--- src/rtl/regfile_sb_pkg.sv ---
// regfile_sb_pkg: shared widths and fixed register indices for the register file block
package regfile_sb_pkg;
   localparam int DW_DEF       = 32;
   localparam int AW_DEF       = 5;
   localparam int LINK_REG_DEF = 31;
   localparam int ZERO_REG     = 0;
endpackage

--- src/rtl/regfile_sb_busy.sv ---
// regfile_sb_busy: pending-write scoreboard, one busy bit per register plus HI and LO
//   clk, rst              clock, async active-high reset
//   set_en/set_addr       mark a register busy (address 0 ignored)
//   hilo_set              mark HI and LO busy
//   clr_en/clr_addr       write-back clears the written register
//   link_clr              link write clears the link register
//   hi_clr/lo_clr         HI/LO writes clear their bits
//   flush                 clear everything, overriding any set
//   busy, hi/lo_busy      registered busy state
//   *_byp                 registered state with this cycle's clears already applied
module regfile_sb_busy
   import regfile_sb_pkg::*;
#(
   parameter int AW       = AW_DEF,
   parameter int LINK_REG = LINK_REG_DEF
) (
   input  logic             clk,
   input  logic             rst,
   input  logic             set_en,
   input  logic [AW-1:0]    set_addr,
   input  logic             hilo_set,
   input  logic             clr_en,
   input  logic [AW-1:0]    clr_addr,
   input  logic             link_clr,
   input  logic             hi_clr,
   input  logic             lo_clr,
   input  logic             flush,
   output logic [2**AW-1:0] busy,
   output logic [2**AW-1:0] busy_byp,
   output logic             hi_busy,
   output logic             lo_busy,
   output logic             hi_busy_byp,
   output logic             lo_busy_byp
);
   localparam int N = 2**AW;
   logic [N-1:0] set_v, clr_v, busy_q;
   logic         hi_q, lo_q;
   always_comb begin
      set_v = '0;
      clr_v = '0;
      if (set_en && set_addr != AW'(ZERO_REG)) set_v[set_addr] = 1'b1;
      if (clr_en) clr_v[clr_addr] = 1'b1;
      if (link_clr) clr_v[LINK_REG] = 1'b1;
   end
   // set is ORed in after the clear so a newly issued producer wins
   always_ff @(posedge clk or posedge rst) begin
      if (rst) begin
         busy_q <= '0;
         hi_q   <= 1'b0;
         lo_q   <= 1'b0;
      end else if (flush) begin
         busy_q <= '0;
         hi_q   <= 1'b0;
         lo_q   <= 1'b0;
      end else begin
         busy_q <= (busy_q & ~clr_v) | set_v;
         hi_q   <= (hi_q & ~hi_clr) | hilo_set;
         lo_q   <= (lo_q & ~lo_clr) | lo_set_of(hilo_set);
      end
   end
   function automatic logic lo_set_of(input logic s);
      return s;
   endfunction
   assign busy        = busy_q;
   assign hi_busy     = hi_q;
   assign lo_busy     = lo_q;
   // a clear that a same-cycle set overrides is not forwarded
   assign busy_byp    = busy_q & ~(clr_v & ~set_v);
   assign hi_busy_byp = hi_q & ~(hi_clr & ~hilo_set);
   assign lo_busy_byp = lo_q & ~(lo_clr & ~hilo_set);
endmodule

--- src/rtl/regfile_sb.sv ---
// regfile_sb: multi-port register file with HI/LO, optional write bypass and pending-write scoreboard
//   clk, rst                      clock, async active-high reset
//   rd_addr/rd_data/rd_busy       NRD packed read ports (port k at [k*AW +: AW] / [k*DW +: DW] / [k])
//   wr_en/wr_addr/wr_data         write-back port, also clears the target's busy bit
//   link_wr/link_data             write to LINK_REG, wins over a colliding write-back
//   hi_wr/hi_din, lo_wr/lo_din    HI/LO writes; hi_dout/lo_dout contents; hi_busy/lo_busy pending
//   sb_set/sb_addr, sb_hilo_set   mark registers / HI+LO busy
//   flush                         clear all busy bits
module regfile_sb
   import regfile_sb_pkg::*;
#(
   parameter int DW       = DW_DEF,
   parameter int AW       = AW_DEF,
   parameter int NRD      = 2,
   parameter int BYPASS   = 1,
   parameter int LINK_REG = LINK_REG_DEF
) (
   input  logic              clk,
   input  logic              rst,
   input  logic [NRD*AW-1:0] rd_addr,
   output logic [NRD*DW-1:0] rd_data,
   output logic [NRD-1:0]    rd_busy,
   input  logic              wr_en,
   input  logic [AW-1:0]     wr_addr,
   input  logic [DW-1:0]     wr_data,
   input  logic              link_wr,
   input  logic [DW-1:0]     link_data,
   input  logic              hi_wr,
   input  logic              lo_wr,
   input  logic [DW-1:0]     hi_din,
   input  logic [DW-1:0]     lo_din,
   output logic [DW-1:0]     hi_dout,
   output logic [DW-1:0]     lo_dout,
   output logic              hi_busy,
   output logic              lo_busy,
   input  logic              sb_set,
   input  logic [AW-1:0]     sb_addr,
   input  logic              sb_hilo_set,
   input  logic              flush
);
   localparam logic [AW-1:0] ZERO_A = AW'(ZERO_REG);
   localparam logic [AW-1:0] LINK_A = AW'(LINK_REG);
   logic [DW-1:0]     regs [2**AW];
   logic [DW-1:0]     hi_q, lo_q;
   logic [2**AW-1:0]  busy, busy_byp;
   logic              hi_b, lo_b, hi_b_byp, lo_b_byp;
   // link write is issued after the write-back so it wins on a collision
   always_ff @(posedge clk or posedge rst) begin
      if (rst) begin
         for (int i = 0; i < 2**AW; i++) regs[i] <= '0;
         hi_q <= '0;
         lo_q <= '0;
      end else begin
         if (wr_en && wr_addr != ZERO_A) regs[wr_addr] <= wr_data;
         if (link_wr && LINK_A != ZERO_A) regs[LINK_A] <= link_data;
         if (hi_wr) hi_q <= hi_din;
         if (lo_wr) lo_q <= lo_din;
      end
   end
   regfile_sb_busy #(.AW(AW), .LINK_REG(LINK_REG)) u_busy (
      .clk         (clk),
      .rst         (rst),
      .set_en      (sb_set),
      .set_addr    (sb_addr),
      .hilo_set    (sb_hilo_set),
      .clr_en      (wr_en),
      .clr_addr    (wr_addr),
      .link_clr    (link_wr),
      .hi_clr      (hi_wr),
      .lo_clr      (lo_wr),
      .flush       (flush),
      .busy        (busy),
      .busy_byp    (busy_byp),
      .hi_busy     (hi_b),
      .lo_busy     (lo_b),
      .hi_busy_byp (hi_b_byp),
      .lo_busy_byp (lo_b_byp)
   );
   for (genvar k = 0; k < NRD; k++) begin : g_rd
      logic [AW-1:0] a;
      logic [DW-1:0] fwd;
      assign a = rd_addr[k*AW +: AW];
      always_comb begin
         fwd = regs[a];
         if (BYPASS != 0 && wr_en && a == wr_addr) fwd = wr_data;
         if (BYPASS != 0 && link_wr && a == LINK_A) fwd = link_data;
      end
      assign rd_data[k*DW +: DW] = (a == ZERO_A) ? '0 : fwd;
      assign rd_busy[k] = (a == ZERO_A) ? 1'b0 : (BYPASS != 0 ? busy_byp[a] : busy[a]);
   end
   assign hi_dout = (BYPASS != 0 && hi_wr) ? hi_din : hi_q;
   assign lo_dout = (BYPASS != 0 && lo_wr) ? lo_din : lo_q;
   assign hi_busy = BYPASS != 0 ? hi_b_byp : hi_b;
   assign lo_busy = BYPASS != 0 ? lo_b_byp : lo_b;
endmodule

--- config.mk ---
export PLATFORM = sky130hd
export DESIGN_NAME = regfile_sb
export DESIGN_NICKNAME = d
export VERILOG_FILES = /design/src/rtl/regfile_sb_pkg.sv /design/src/rtl/regfile_sb_busy.sv /design/src/rtl/regfile_sb.sv
export SDC_FILE = /design/constraint.sdc
export NUM_CORES = 2
export LEC_CHECK = 0
export ABC_CLOCK_PERIOD_IN_PS = 104800
export BUFFER_PORTS_ARGS = -buffer_cell sky130_fd_sc_hd__clkbuf_2
export CORE_MARGIN = 1
export CORE_UTILIZATION = 55
export DETAILED_ROUTE_END_ITERATION = 12
export PLACE_DENSITY = 0.84
export SYNTH_ARGS = -nofsm -noshare
export SYNTH_HDL_FRONTEND = slang
export SYNTH_SLANG_ARGS = --single-unit
--- constraint.sdc ---
create_clock -name clk -period 104.8 [get_ports clk]
set_clock_uncertainty 0.05 [all_clocks]
set_input_delay 10.48 -clock clk [delete_from_list [all_inputs] [get_ports clk]]
set_output_delay 10.48 -clock clk [all_outputs]
set_load 0.1 [all_outputs]
Word level (Yosys, flattened, before mapping)
Cells that the tools add are included. W data, S select, Z words.

Memory bits (writable): 0. Memories kept: 0. Bits in latches: 0. Input bits: 157. Memory bits (read-only): 0. Register bits after elaboration: 1122. Output and inout bits: 132.

Bitwise logic cells: 23. Multiply operators: 0. Reduce and logical (&&, ||, !) cells: 14. Div/mod/pow operators: 0. Mux-type cells: 35. Shift-type cells: 0. $add $sub $neg: 0. $lt $le $gt $ge: 10. Equality and inequality tests: 4.

Operators with widths (number): $bwmux W1024 (1); $mux W32 (18); $bmux W32 S5 (2); $demux W32 S5 (1); $and A32 B32 Y32 (3); $not A32 Y32 (3); $or A32 B32 Y32 (1); $lt A5 B6 Y1 const B (4); $ge A6 B6 Y1 const B (3); $not A5 Y6 (3); $bmux W1 S5 (2); $demux W1 S5 (2); $eq A5 B5 Y1 (2); $eq A5 B5 Y1 const B (2); $ge A5 B1 Y1 const B (2); $logic_not A5 Y1 (2); $reduce_bool A5 Y1 (2); $logic_and A1 B1 Y1 (9); $mux W1 (9); $and A1 B1 Y1 (6); $lt A6 B1 Y1 const B (1); $not A1 Y1 (5); $or A1 B1 Y1 (2); $reduce_bool A2 Y1 (1).

Longest topological paths before layout
Depth in word-level cells: 12. Mapped depth: 10. Gate-level depth less buffers: 6.

By module
Synthesis repeated with hierarchy kept, for this count alone.

Cell total of the unflattened synthesis: 4192. Area, all modules: 60216.5 um2.

Modules (own cells, without submodules): regfile_sb (instances 1, cells each 3952, area an instance 58258.4 um2, sequential area each 27226.1 um2); regfile_sb_busy (instances 1, cells each 240, area an instance 1958.1 um2, sequential area each 850.8 um2).

Least setup slack after synthesis
No wires, ideal clock.

Path kind: input to output. Start: in rd_addr[6]. End: out rd_data[54]. Cell stages on the path: 10. Data required time: 94.270 ns. Slack: 80.925 ns. Arrival time: 13.345 ns. Cells stage by stage: clkbuf_1 > buf_2 > buf_2 > xor2_1 > nor4_1 > nand3_1 > clkbuf_1 > nand2_1 > o21ai_0 > o21ai_1.

Word-level cells in the longest chain between the ends: 7.

Ends and longest elaborated chain: start: declaration (RTL line regfile_sb.sv:20) `input logic [NRD*AW-1:0] rd_addr,`; $not A5 Y6 (not written as such) (RTL line regfile_sb.sv:84) `fwd = regs[a];`; $bmux W32 S5 (RTL line regfile_sb.sv:84); $mux W32 (not written as such) (2 in series) (RTL line regfile_sb.sv:84); $mux W32 (RTL line regfile_sb.sv:85) `if (BYPASS != 0 && wr_en && a == wr_addr) fwd = wr_data;`; $mux W32 (RTL line regfile_sb.sv:86) `if (BYPASS != 0 && link_wr && a == LINK_A) fwd = link_data;`; $mux W32 (*) (RTL line regfile_sb.sv:88) `assign rd_data[k*DW +: DW] = (a == ZERO_A) ? '0 : fwd;`; end: declaration (RTL line regfile_sb.sv:21) `output logic [NRD*DW-1:0] rd_data,`.

Mark *: on every way between the ends. The rest lies on a longest branch, timed or not. The select of a mux whose other input is x is not followed.

Worst setup path after layout
Start: in rd_addr[5]. End: out rd_data[44].

The elaborated chain is that of the path after synthesis.

==> flow_summary.yaml <==
pwr:
  power.clock.fraction_pct: 32.0
  p_per_area_nw_per_um2: 19.98
  switching_share_pct: 30.67
  ir_drop_worst_vdd_mv: 0.02210
  power.static_leakage_nw: 28.60
  p_comb_share_pct: 25.2
  netSwitchingPower_mw: 0.4058
  p_seq_share_pct: 42.9
  internal-power_mw: 0.9172
yosys:
  synth.mux.area_fraction_pct: 44.69
  synth_area_um2: 60310
  yosys.area.top_type: "dfrtp_1"
  synth_area_leaders: "dfrtp_1, mux4_2, mux2_2"
  synthXorXnorAreaFrac_pct: 0.1452
  async_reset_ff_share_pct: 100.0
  synthAdderAreaFrac_pct: 0
  synth_top_flop_cell: "dfrtp_1"
  synth-edff-count: 0
  unique_masters_post_synth: 58
  synth.yosys.seq_area_share_pct: 46.55
  gate_count_after_technology_mapping: 3997
  post-synth-top-count-cell: "dfrtp_1"
  netlist_top_cells_count: "dfrtp_1, mux2_2, mux4_2, clkbuf_1, nand2_1"
  flip_flop_and_latch_count_after_synthesis: 1122
  synth_compound_area_share_pct: 2.799
  dominant_combinational_cell_family_by_area_after_synthesis: "multiplexers"
  synth_largest_type_area_fraction_pct: 46.55
  syn-num-nets: 4154
  synth.yosys.warnings: 0
  synthesis.area_per_instance_um2: 15.09
  post_synthesis_share_of_cell_area_spent_on_and_or_nand_and_nor_gates_pct: 2.496
floorplanning:
  initial_core_util_pct: 55.41
  top_level_ports: 289
  core_area_um2: 108900
  num_rows: 121
  die_y_um: 333.1
  fp.dieW_um: 333.1
  design.die.area_um2: 111000
placement:
  gpl.final_weighted_congestion: 0.8797
  place.detailed.instances: 5310
  detailedPlacementHpwl_mm: 93.90
  portBuffers: 288
timing:
  maxSlewViolCount: 0
  max_clock_freq_ghz: 0.03939
  rsz0062_at_grt: "no"
  worst_tran_pin_value_ns: 1.162
  period_share_pct: 24.23
  timing.max_slew.rel_slack_pct: 22.54
  final-setup-viol-count: 0
  setup-tns-final_ns: 0
  hold_viol_final: 0
  finalWorstPathRequiredPeriod_ns: 25.39
critical_path:
  r2r_cells: 3
  cp_slowest_cell: "buf_4"
  critical_path.cell_chain: "buf_8 > buf_4 > buf_4 > mux4_2 > mux4_2 > mux2i_1 > nand2_1 > o21ai_0 > o21ai_1 > clkbuf_2"
  setup.worst_path.end_class: "output port"
  cp_data_arrival_time_ns: 14.86
  cp-start-kind: "primary input"
  critical_path_required_ns: 94.27
  worst-path-max-fanout: 59
  kind_of_critical_path: "primary input to output port"
  cpPeakStageDelay_ns: 0.92
drt:
  drc_errors: 0
  route.detailed.wl_per_inst_um: 30.48
  route.layer.met1.wl_mm: 62.66
  routed_wirelength_mm: 168.0
  ant_nets: 0
  drt_iter0_drc: 4200
  met2RoutedLength_mm: 81.20
  wl_met3_mm: 15.90
  dr.pass1.iters: 6
  vias_per_cell: 7.024
  via_count: 38730
  highest_signal_layer_in_the_routed_design: "met4"
clocking:
  cts_made_buffers: 111
  clkSlewWorstSetupHoldPaths_ns: 0.06
  postCtsSetupBuffers: 0
  postCtsHoldBufs: 0
  clock_sink_count: 1122
  tritoncts: "done"
  worst_skew_pair.late_latency_ns: 0.68
  cts_resized: 0
  clock-root-buffer: "clkbuf_16"
  clk_path_buf_depth: 3
  cts_max_level: 3
global_route:
  grt_pass1_wl_mm: 256.8
  groute.usage.overall_pct: 30.68
  grt_remaining_overflow: 0
  pin_count_of_the_biggest_net_entering_global_routing: 185
  first_global_vias: 40180
  grt_antenna_before_repair: 0
final_layout:
  final_core_utilization_pct: 60.84
  ratio_of_cells_with_drive_above_1_in_the_final_layout_pct: 54.90
  layoutNonFillerInstCount: 5513
  design.final.nets: 4166
  flow.area_growth_from_synthesis_pct: 9.807
flow_run:
  cap_viol_max_count: 0
hold_path:
  min_delay_path_depth: 0
  min_path_type: "flop to flop"
outcome:
  status: "complete, no violations"
==> layer usage <==
metal  up-vias  GRT usage (%)
li1      15390              -
met1     20690          41.02
met2      2131          48.61
met3       510          6.483
met4         0          14.00
met5         -              0
==> placed cells by master (no fill, tap or decap), types with 21 or more instances in the layout <==
cell       Yosys  routed
a211oi_1      25      25
mux2i_1       96      96
clkbuf_2       0     279
nor2_1        40      30
o21ai_1       69      69
clkbuf_16      0     112
mux2_2      1024    1024
dfrtp_1     1122    1122
clkbuf_1     277      25
nand2_1      232     217
o21ai_0      110     110
buf_4         13      76
clkbuf_8       0      21
mux4_2       642     642
==> state kept, by name (all words and copies together), names as in the netlist <==
| signal | count |
|---|---|
| u_busy.busy | 32 |
| hi_q | 32 |
| u_busy.hi_busy | 1 |
| regs | 1024 |
| u_busy.lo_busy | 1 |
| lo_q | 32 |
==> worst paths after layout <==
path / from / to / slack, ns
worst max-delay path: rd_addr[5] / rd_data[44] / 79.41
worst min-delay path: regs[1012] / regs[1012] / 0.34
worst max register to register: u_busy.busy[31] / u_busy.busy[31] / 103.87
worst min register to register: regs[1012] / regs[1012] / 0.34
max in group asynchronous: rst / regs[370] / 91.52
min in group asynchronous: rst / lo_q[8] / 9.84
==> through the flow <==
step	total power [mW]	worst slack [ns]	hold slack (ns)	area (um^2)
detailed placement	0.9015	79.30	0.3320	62370
CTS	1.323	79.31	0.3470	66220
floorplan	0.8293	62.67	0.3913	60310
finish	1.323	79.41	0.3448	66220
global placement	0.8850	79.28	0.3283	62370
global route	1.368	79.03	0.3613	66220
==> cells by family after synthesis <==
family                    Yosys count
buffers and inverters             478
and+or+nand+nor                   338
AOI/OAI and AO/OA                 287
muxes                            1762
DFF                              1122
xor gates and xnor gates           10
==> final cells by class <==
cell class | instances | area [um^2]
fillers | 7717 | 42630
multi-input cells | 2397 | 30380
flip-flops and latches | 1122 | 28080
clock buffers | 158 | 3186
repair buffers | 361 | 2067
well taps | 1414 | 1769
clock inverters | 44 | 669.4
inverters | 16 | 77.57
diodes | 1 | 2.502
==> worst max-delay path: cells and delay by family <==
kind                   cells  cell delay [ns]
buffers and inverters      4             2.53
muxes                      3             1.48
AOI/OAI and AO/OA          2             0.20
and+or+nand+nor            1             0.09
==> power by group through the flow <==
stage | Sequential [mW] | Combinational (mW) | Clock (mW)
6_report | 0.567 | 0.333 | 0.423
3_3_place_gp | 0.563 | 0.322 | 0
4_1_cts | 0.564 | 0.333 | 0.426
3_5_place_dp | 0.570 | 0.331 | 0
5_1_grt | 0.575 | 0.350 | 0.442
2_1_floorplan | 0.553 | 0.277 | 0
Note: power is estimated with default switching activity, not from simulation.
